### config.mk
export PLATFORM = sky130hd
export DESIGN_NAME = mem_stage
export DESIGN_NICKNAME = d
export VERILOG_FILES = /design/src/rtl/mem_stage.sv
export SDC_FILE = /design/constraint.sdc
export NUM_CORES = 1
export LEC_CHECK = 0
export CORE_ASPECT_RATIO = 1.75
export CORE_UTILIZATION = 50
export CTS_BUF_LIST = sky130_fd_sc_hd__clkbuf_4 sky130_fd_sc_hd__clkbuf_8 sky130_fd_sc_hd__clkbuf_16
export CTS_CLUSTER_SIZE = 12
export DETAILED_ROUTE_END_ITERATION = 10
export PLACE_DENSITY = 0.95
export SYNTH_ARGS = -nofsm -noshare
export SYNTH_HDL_FRONTEND = slang
export SYNTH_SLANG_ARGS = --single-unit
### constraint.sdc
create_clock -name clk -period 3.7 [get_ports clk]
set_input_delay 0.37 -clock clk [delete_from_list [all_inputs] [get_ports clk]]
set_output_delay 0.37 -clock clk [all_outputs]
set_load 0.01 [all_outputs]
### src/rtl/mem_stage.sv
// Memory-access pipeline stage: issues loads/stores on a req/ready data bus,
// formats load data and drives the registered MEM/WB outputs.
module mem_stage (
    input  logic        clk,
    input  logic        rst_n,
    input  logic        ex_valid,
    input  logic        ex_memRead,
    input  logic        ex_memWrite,
    input  logic [2:0]  ex_funct3,
    input  logic [31:0] ex_ALUResult,
    input  logic [31:0] ex_readData2,
    input  logic [4:0]  ex_rd,
    input  logic        ex_regWrite,
    output logic        dmem_req,
    output logic        dmem_we,
    output logic [31:0] dmem_addr,
    output logic [31:0] dmem_wdata,
    output logic [3:0]  dmem_wstrb,
    input  logic        dmem_ready,
    input  logic [31:0] dmem_rdata,
    output logic        mem_stall,
    output logic        wb_valid,
    output logic [4:0]  wb_rd,
    output logic        wb_regWrite,
    output logic [31:0] wb_data,
    output logic        mem_fault
);

    localparam logic [0:0] StIdle   = 1'b0;
    localparam logic [0:0] StAccess = 1'b1;

    logic [0:0]  state_q;
    logic [1:0]  off_q;
    logic [2:0]  funct3_q;
    logic [31:0] addr_q;
    logic [4:0]  rd_q;
    logic        regwrite_q;
    logic        read_q;

    logic [1:0]  ex_off;
    logic        is_mem;
    logic        fault;
    logic [3:0]  st_wstrb;
    logic [31:0] st_wdata;
    logic [31:0] ld_lane;
    logic [31:0] ld_data;

    assign ex_off    = ex_ALUResult[1:0];
    assign is_mem    = ex_memRead | ex_memWrite;
    assign mem_stall = (state_q == StAccess);

    always_comb begin
        fault = 1'b0;
        if (ex_memRead && ex_memWrite)                      fault = 1'b1;
        if (ex_funct3[1:0] == 2'b01 && ex_off[0])           fault = 1'b1;
        if (ex_funct3[1:0] == 2'b10 && ex_off != 2'b00)     fault = 1'b1;
        if (ex_memRead && (ex_funct3 == 3'b011 || ex_funct3 == 3'b110 || ex_funct3 == 3'b111))
            fault = 1'b1;
        if (ex_memWrite && (ex_funct3[2] || ex_funct3 == 3'b011))
            fault = 1'b1;
    end

    // Store data is replicated across lanes; strobes select the addressed bytes.
    always_comb begin
        st_wstrb = 4'b0000;
        st_wdata = 32'h0;
        if (ex_memWrite) begin
            case (ex_funct3[1:0])
                2'b00: begin
                    st_wstrb = 4'b0001 << ex_off;
                    st_wdata = {4{ex_readData2[7:0]}};
                end
                2'b01: begin
                    st_wstrb = 4'b0011 << ex_off;
                    st_wdata = {2{ex_readData2[15:0]}};
                end
                default: begin
                    st_wstrb = 4'b1111;
                    st_wdata = ex_readData2;
                end
            endcase
        end
    end

    always_comb begin
        ld_lane = dmem_rdata >> {off_q, 3'b000};
        case (funct3_q)
            3'b000:  ld_data = {{24{ld_lane[7]}}, ld_lane[7:0]};
            3'b001:  ld_data = {{16{ld_lane[15]}}, ld_lane[15:0]};
            3'b100:  ld_data = {24'h0, ld_lane[7:0]};
            3'b101:  ld_data = {16'h0, ld_lane[15:0]};
            default: ld_data = ld_lane;
        endcase
    end

    always_ff @(posedge clk or negedge rst_n) begin
        if (!rst_n) begin
            state_q     <= StIdle;
            off_q       <= 2'b00;
            funct3_q    <= 3'b000;
            addr_q      <= 32'h0;
            rd_q        <= 5'd0;
            regwrite_q  <= 1'b0;
            read_q      <= 1'b0;
            dmem_req    <= 1'b0;
            dmem_we     <= 1'b0;
            dmem_addr   <= 32'h0;
            dmem_wdata  <= 32'h0;
            dmem_wstrb  <= 4'b0000;
            wb_valid    <= 1'b0;
            wb_rd       <= 5'd0;
            wb_regWrite <= 1'b0;
            wb_data     <= 32'h0;
            mem_fault   <= 1'b0;
        end else if (state_q == StIdle) begin
            mem_fault <= 1'b0;
            wb_valid  <= 1'b0;
            if (ex_valid && !is_mem) begin
                wb_valid    <= 1'b1;
                wb_rd       <= ex_rd;
                wb_regWrite <= ex_regWrite;
                wb_data     <= ex_ALUResult;
            end else if (ex_valid && fault) begin
                wb_regWrite <= 1'b0;
                mem_fault   <= 1'b1;
            end else if (ex_valid) begin
                off_q      <= ex_off;
                funct3_q   <= ex_funct3;
                addr_q     <= ex_ALUResult;
                rd_q       <= ex_rd;
                regwrite_q <= ex_regWrite;
                read_q     <= ex_memRead;
                dmem_req   <= 1'b1;
                dmem_we    <= ex_memWrite;
                dmem_addr  <= {ex_ALUResult[31:2], 2'b00};
                dmem_wdata <= st_wdata;
                dmem_wstrb <= st_wstrb;
                state_q    <= StAccess;
            end
        end else begin
            mem_fault <= 1'b0;
            wb_valid  <= 1'b0;
            if (dmem_ready) begin
                dmem_req    <= 1'b0;
                wb_valid    <= 1'b1;
                wb_rd       <= rd_q;
                wb_regWrite <= regwrite_q;
                wb_data     <= read_q ? ld_data : addr_q;
                state_q     <= StIdle;
            end
        end
    end

endmodule

==> summary.txt, run 1 <==
Route
  – Detailed Route Iter0 Violations: 477
  – Residual DRC: 0
  – Via count: 6417
  – Pre-Repair DR Iteration Count: 5
  – Wire per inst: 19.7 µm
  – DR vias/cell: 5.81
  – Final antenna-violating net count: 0
  – WL final: 21800 µm

Timing
  – Final Slew Violations: 0
  – Peak Freq: 0.368 GHz
  – Final setup violation count: 0
  – Worst-Margin Slew: 0.990 ns
  – Rel. slew slack: 33.8%
  – Worst clock skew: 0.00685 ns
  – Setup TNS: 0 ns
  – Final Cycle Share: 73.4%
  – Fin crit period: 2.72 ns
  – Final hold vios: 0
  – RSZ-0062 raised after global routing: false

Synth
  – Distinct cells, synth: 50
  – Synth top area cells: dfrtp_1, nand2_1, mux2i_1
  – EDFF count, synth: 0
  – Post-synth top area cell: dfrtp_1
  – Avg Cell Area, Syn: 8.72 µm²
  – Sequential share of the synthesized area: 46.2%
  – Synth Register Bits: 121
  – Yosys Warn Count: 0
  – Top FF cell, synth: dfrtp_1
  – Syn Inst Count: 752
  – Post-synth top cells: nand2_1, dfrtp_1, o21ai_0
  – Post-synth ARST share: 100%
  – Most common cell in the netlist: nand2_1
  – Yosys top cell area share: 46.2%
  – Mapped Area: 6560 µm²

Worst setup path
  – Crit path max fanout: 34
  – Worst Path Required: 4.05 ns
  – R2R Path Start: mem_stall$_DFF_PN0_
  – Crit. End Element: flop
  – WP data arrival: 3.06 ns
  – R2r endpoint: wb_data[15]$_DFFE_PN0P_
  – R2R Setup Slk: 1.50 ns
  – R2R depth: 7
  – Setup CP Type: input pin to flop
  – Setup crit start kind: input pin

Pwr
  – Overall power: 5.78 mW
  – VDD IR max: 0.409 mV
  – Leak: 4.20 nW
  – Pwr/cell area: 623 nW/µm²

GRT
  – GRT overflow: 0
  – Vias in the first global route: 6615
  – Gr usage total: 33.6%
  – First-pass GRT wire length: 34200 µm
  – Initial antenna violation count: 0
  – Largest net degree at the start of global routing: 79

Clock tree
  – Clock Sinks: 121
  – CTS Hold Bufs: 1
  – Clock Path Buffers: 2
  – CTS Root Cell: clkbuf_16
  – Number of CTS-inserted buffers: 17
  – Post-CTS setup buffers: 0
  – CTS HTree Levels: 4
  – Clk_lat worst skew: 0.41 ns
  – # resized after CTS: 0
  – Clk pin slew, worst setup/hold paths: 0.06 ns
  – CTS tree: yes

Die
  – Die X: 88.6 µm
  – # rows: 55
  – Die H: 153 µm
  – Total core area: 12900 µm²
  – # IOs: 222
  – DIE AREA: 13600 µm²
  – Starting Density: 50.9%

Min path
  – Hold path cells: 2
  – Worst Hold End: dmem_wdata[9]$_DFFE_PN0P_
  – Class of the worst hold path: flop to flop
  – HP Start: dmem_wdata[9]$_DFFE_PN0P_

Place
  – Dpl hpwl: 15400 µm
  – RePlAce Congestion: 0.892
  – Port Buffers: 219
  – Post-DP Area: 8600 µm²

Final layout
  – Post-route cell area: 9280 µm²
  – Number of diodes: 0
  – # nets final: 1032
  – Layout cells sized above 1: 8.67%
  – Area delta synth->final: 41.6%
  – Fill count: 951

Flow run
  – Max cap viols: 0

Run status
  – Status: finished clean
[metal layers]
layer	up-vias	routed length, µm	GRT usage (%)
li1	2886	-	-
met1	3018	7240	35.6
met2	388	11300	57.4
met3	125	1590	7.99
met4	0	1640	22.5
met5	-	0	0
[kinds of logic (layout without fill, tap and decap cells)]
logic type	count (synthesis)	in the layout	share of synthesized area [%]
XOR/XNOR	1	1	0.134
AO/OA/AOI/OAI	154	154	15.6
buffers and inverters	90	271	7.79
other	1	2	0.0572
AND/OR/NAND/NOR	328	328	21.0
multiplexers	57	57	9.29
flip-flops	121	121	46.2
[power by group]
| part | leakage (nW) | total [mW] | switching [mW] | internal [mW] |
|---|---|---|---|---|
| sequential | 1.49 | 1.93 | 0.261 | 1.67 |
| clock | 0.325 | 1.88 | 0.640 | 1.24 |
| combinational | 2.38 | 1.97 | 0.975 | 0.994 |
[per-stage QoR]
step                      util [%]  hold WS, ns  setup WS, ns  std cells
after floorplan                  -       0.0744          2.08        753
after global placement        66.9        0.403         0.636       1072
after detailed placement      66.9        0.412         0.604       1072
after CTS                     72.1        0.472         0.998       1105
after global routing          72.1        0.497         0.767       1105
final                         72.1        0.469         0.983       1105
[sequential cells by signal, indices dropped and copies added (netlist names), 3 cells and up]
name	cells
wb_data	32
dmem_wdata	32
rd_q	5
addr_q	31
dmem_wstrb	4
funct3_q	3
wb_rd	5
[worst max-delay path: stages]
cell	delay, ns
clkdlybuf4s50_1	0.77
inv_2	0.26
a31oi_1	0.43
and3b_2	0.65
buf_4	0.37
nand2_1	0.12
nand2_1	0.08
[how the worst max path moves through the flow]
stage	startpoint	endpoint	slack, ns
global route	ex_funct3[1]	addr_q[24]$_DFFE_PN0P_	0.77
detailed placement	ex_funct3[1]	addr_q[24]$_DFFE_PN0P_	0.60
CTS	ex_funct3[1]	addr_q[31]$_DFFE_PN0P_	1.0
finish	ex_funct3[1]	addr_q[24]$_DFFE_PN0P_	0.98
floorplan	mem_stall$_DFF_PN0_	addr_q[10]$_DFFE_PN0P_	2.08
global placement	ex_funct3[1]	dmem_wstrb[0]$_DFFE_PN0P_	0.64
[final cells by class]
type | instances | area (µm²) | share of cell area, %
clock buffers | 19 | 453 | 4.88
flip-flops and latches | 121 | 3030 | 32.6
multi-input cells | 542 | 3030 | 32.7
inverters | 4 | 15.0 | 0.162
clock inverters | 13 | 215 | 2.32
repair buffers | 235 | 2320 | 25.0
well taps | 171 | 214 | 2.31
[placed cells by master (no fill, tap or decap), drive strengths merged, types with 3 or more instances in the layout]
cell,n
nand3,29
mux2i,35
and2,3
inv,7
clkbuf,19
bufinv,5
a21oi,35
o21ai,44
a211oi,5
nand2,249
nor2,29
clkinv,4
o2111ai,8
buf,16
mux2,21
dfrtp,121
o221ai,26
a21o,8
o22ai,10
nor2b,8
clkdlybuf4s50,218
a21boi,8
No activity file was read; power rests on OpenSTA's default activity.
==> inputs of run 2 (changes only) <==
- CORE_UTILIZATION: 50 -> 42
- PLACE_DENSITY: 0.95 -> 0.87
- clock period: 3.7 -> 2.35 ns (I/O delays scaled with it)
==> run 2 against run 1 <==
Effect of this change: non-clock buffer count increased by 14; register-to-register slack got worse by 1.1 ns; combinational power increased by 57%; die area increased by 19%; cell count increased by 2.5%; highest routed layer unchanged; total power increased by 55%; sequential power increased by 58%; critical path type is now flop to flop; clock power increased by 48%; sequential share of layout area decreased by 0.32 points; first-iteration DRC count decreased by 12%; largest power group unchanged; count of clock-buffer cells in the layout decreased by 2.
==> summary.txt, run 2 (synthesis gave the netlist of run 1 again) <==
GRT
  – Largest net degree at the start of global routing: 55
  – Grt peak-use layer: met2
  – Met2 Track Usage GR: 48.2%
  – First-pass GRT wire length: 33900 µm
  – Gr usage total: 28.0%
  – Vias in the first global route: 6510
  – Initial antenna violation count: 0
  – M1 GR Usage: 30.1%
  – GRT overflow: 0
  – M3 GR Usage: 5.63%

Final layout
  – Post-route cell area: 9370 µm²
  – # nets final: 1046
  – Area delta synth->final: 43.0%
  – Number of diodes: 0
  – Commonest cells after routing, fill and taps aside: nand2_1, clkdlybuf4s50_1, dfrtp_1
  – Biggest regs: dmem_wdata (32), wb_data (32), addr_q (31)
  – Layout cells sized above 1: 9.93%
  – Most common cell after layout, fill and taps aside: nand2_1
  – Fill count: 1330
  – Multi-input gate area: 3030 µm²
  – Area occupied by registers: 3030 µm²

Clock tree
  – CTS Hold Bufs: 1
  – Post-CTS setup buffers: 0
  – CTS HTree Levels: 4
  – Number of CTS-inserted buffers: 17
  – Clock Path Buffers: 2
  – Clk pin slew, worst setup/hold paths: 0.06 ns
  – CTS Root Cell: clkbuf_16
  – CTS tree: yes
  – # resized after CTS: 0
  – Clk_lat worst skew: 0.41 ns
  – Clock Sinks: 121

Timing
  – Worst clock skew: 0.00929 ns
  – Final hold vios: 0
  – Final Slew Violations: 0
  – Peak Freq: 0.505 GHz
  – Setup TNS: 0 ns
  – Worst-Margin Slew: 0.562 ns
  – Final Cycle Share: 84.3%
  – Fin crit period: 1.98 ns
  – Final setup violation count: 0
  – Rel. slew slack: 62.5%
  – RSZ-0062 raised after global routing: false

Worst setup path
  – R2r endpoint: wb_data[21]$_DFFE_PN0P_
  – Setup crit start kind: flop
  – Cell at the slowest stage of the critical path: dfrtp_1
  – CP dominant cell by count: o221ai_1
  – Delay of the slowest critical-path stage: 0.68 ns
  – R2R Setup Slk: 0.37 ns
  – Crit path max fanout: 22
  – Worst Path Required: 2.62 ns
  – CP Cell Sequence: buf_4 > mux2i_1 > nor2_1 > o221ai_1 > o221ai_1
  – R2R depth: 5
  – R2R Path Start: off_q[0]$_DFFE_PN0P_
  – Crit. End Element: flop
  – Setup CP Type: flop to flop
  – WP data arrival: 2.25 ns

Pwr
  – VDD IR max: 0.542 mV
  – Overall power: 8.93 mW
  – Leak: 4.24 nW
  – Pwr/cell area: 953 nW/µm²

Route
  – Final antenna-violating net count: 0
  – Detailed Route Iter0 Violations: 422
  – Via count: 6378
  – WL final: 21600 µm
  – Residual DRC: 0
  – Wire per inst: 19.0 µm
  – DR vias/cell: 5.63
  – Pre-Repair DR Iteration Count: 6

Place
  – RePlAce Congestion: 0.933
  – Port Buffers: 219
  – Post-DP Area: 8740 µm²
  – Dpl hpwl: 15700 µm

Die
  – # IOs: 222
  – Die X: 96.4 µm
  – # rows: 60
  – Total core area: 15300 µm²
  – Starting Density: 42.8%
  – Die H: 167 µm
  – DIE AREA: 16100 µm²

Min path
  – Class of the worst hold path: input pin to async pin

Flow run
  – Max cap viols: 0

Run status
  – Status: finished clean
[run 2: cell types whose count changed in the layout (fill, tap and decap cells not counted), sizes merged]
cell      before  now
buf           16   30
clkinvlp       1    5
clkbuf        19   17
clkinv         4    2
bufinv         5    4
[run 2: worst max path at each step]
stage                               startpoint                 endpoint  slack [ns]  cells past startpoint
after global placement         ex_ALUResult[0]  wb_regWrite$_DFFE_PN0P_        0.16                      6
after floorplan            mem_stall$_DFF_PN0_   addr_q[10]$_DFFE_PN0P_        0.73                      8
after global routing      off_q[0]$_DFFE_PN0P_  wb_data[20]$_DFFE_PN0P_        0.28                      5
after detailed placement       ex_ALUResult[0]  wb_regWrite$_DFFE_PN0P_        0.13                      6
after CTS                 off_q[0]$_DFFE_PN0P_  wb_data[21]$_DFFE_PN0P_        0.40                      5
final                     off_q[0]$_DFFE_PN0P_  wb_data[21]$_DFFE_PN0P_        0.37                      5
[run 2: cell type report]
class                      count  area share [%]
tap                          186            2.48
multi-input combinational    542            32.3
clock inverter                14            2.11
inverter                       4           0.160
timing repair buffer         249            26.1
clock buffer                  17            4.54
sequential                   121            32.3
[run 2: critical path, delay by kind of cell (launching register included)]
family,cells,cell delay [ns]
flops,1,0.68
buf+inv,1,0.36
simple gates,1,0.07
compound gates,2,0.35
mux,1,0.37
[run 2: where the power goes]
| group | switching [mW] | internal [mW] |
|---|---|---|
| clock network | 1.01 | 1.78 |
| registers | 0.425 | 2.63 |
| logic | 1.50 | 1.60 |
[run 2: routing by layer]
| layer | part of all wire (%) | vias to the layer above |
|---|---|---|
| li1 | - | 2914 |
| met5 | 0 | - |
| met2 | 53 | 346 |
| met4 | 6.7 | 0 |
| met3 | 6.9 | 87 |
| met1 | 34 | 3031 |
[run 2: stage by stage]
stage	setup slack [ns]	util [%]	hold slack (ns)	std cells
finish	0.369	61.2	0.350	1133
global route	0.284	61.2	0.379	1133
CTS	0.400	61.2	0.356	1133
detailed placement	0.133	57.1	0.261	1101
global placement	0.162	57.1	0.261	1101
floorplan	0.730	-	-0.0606	753
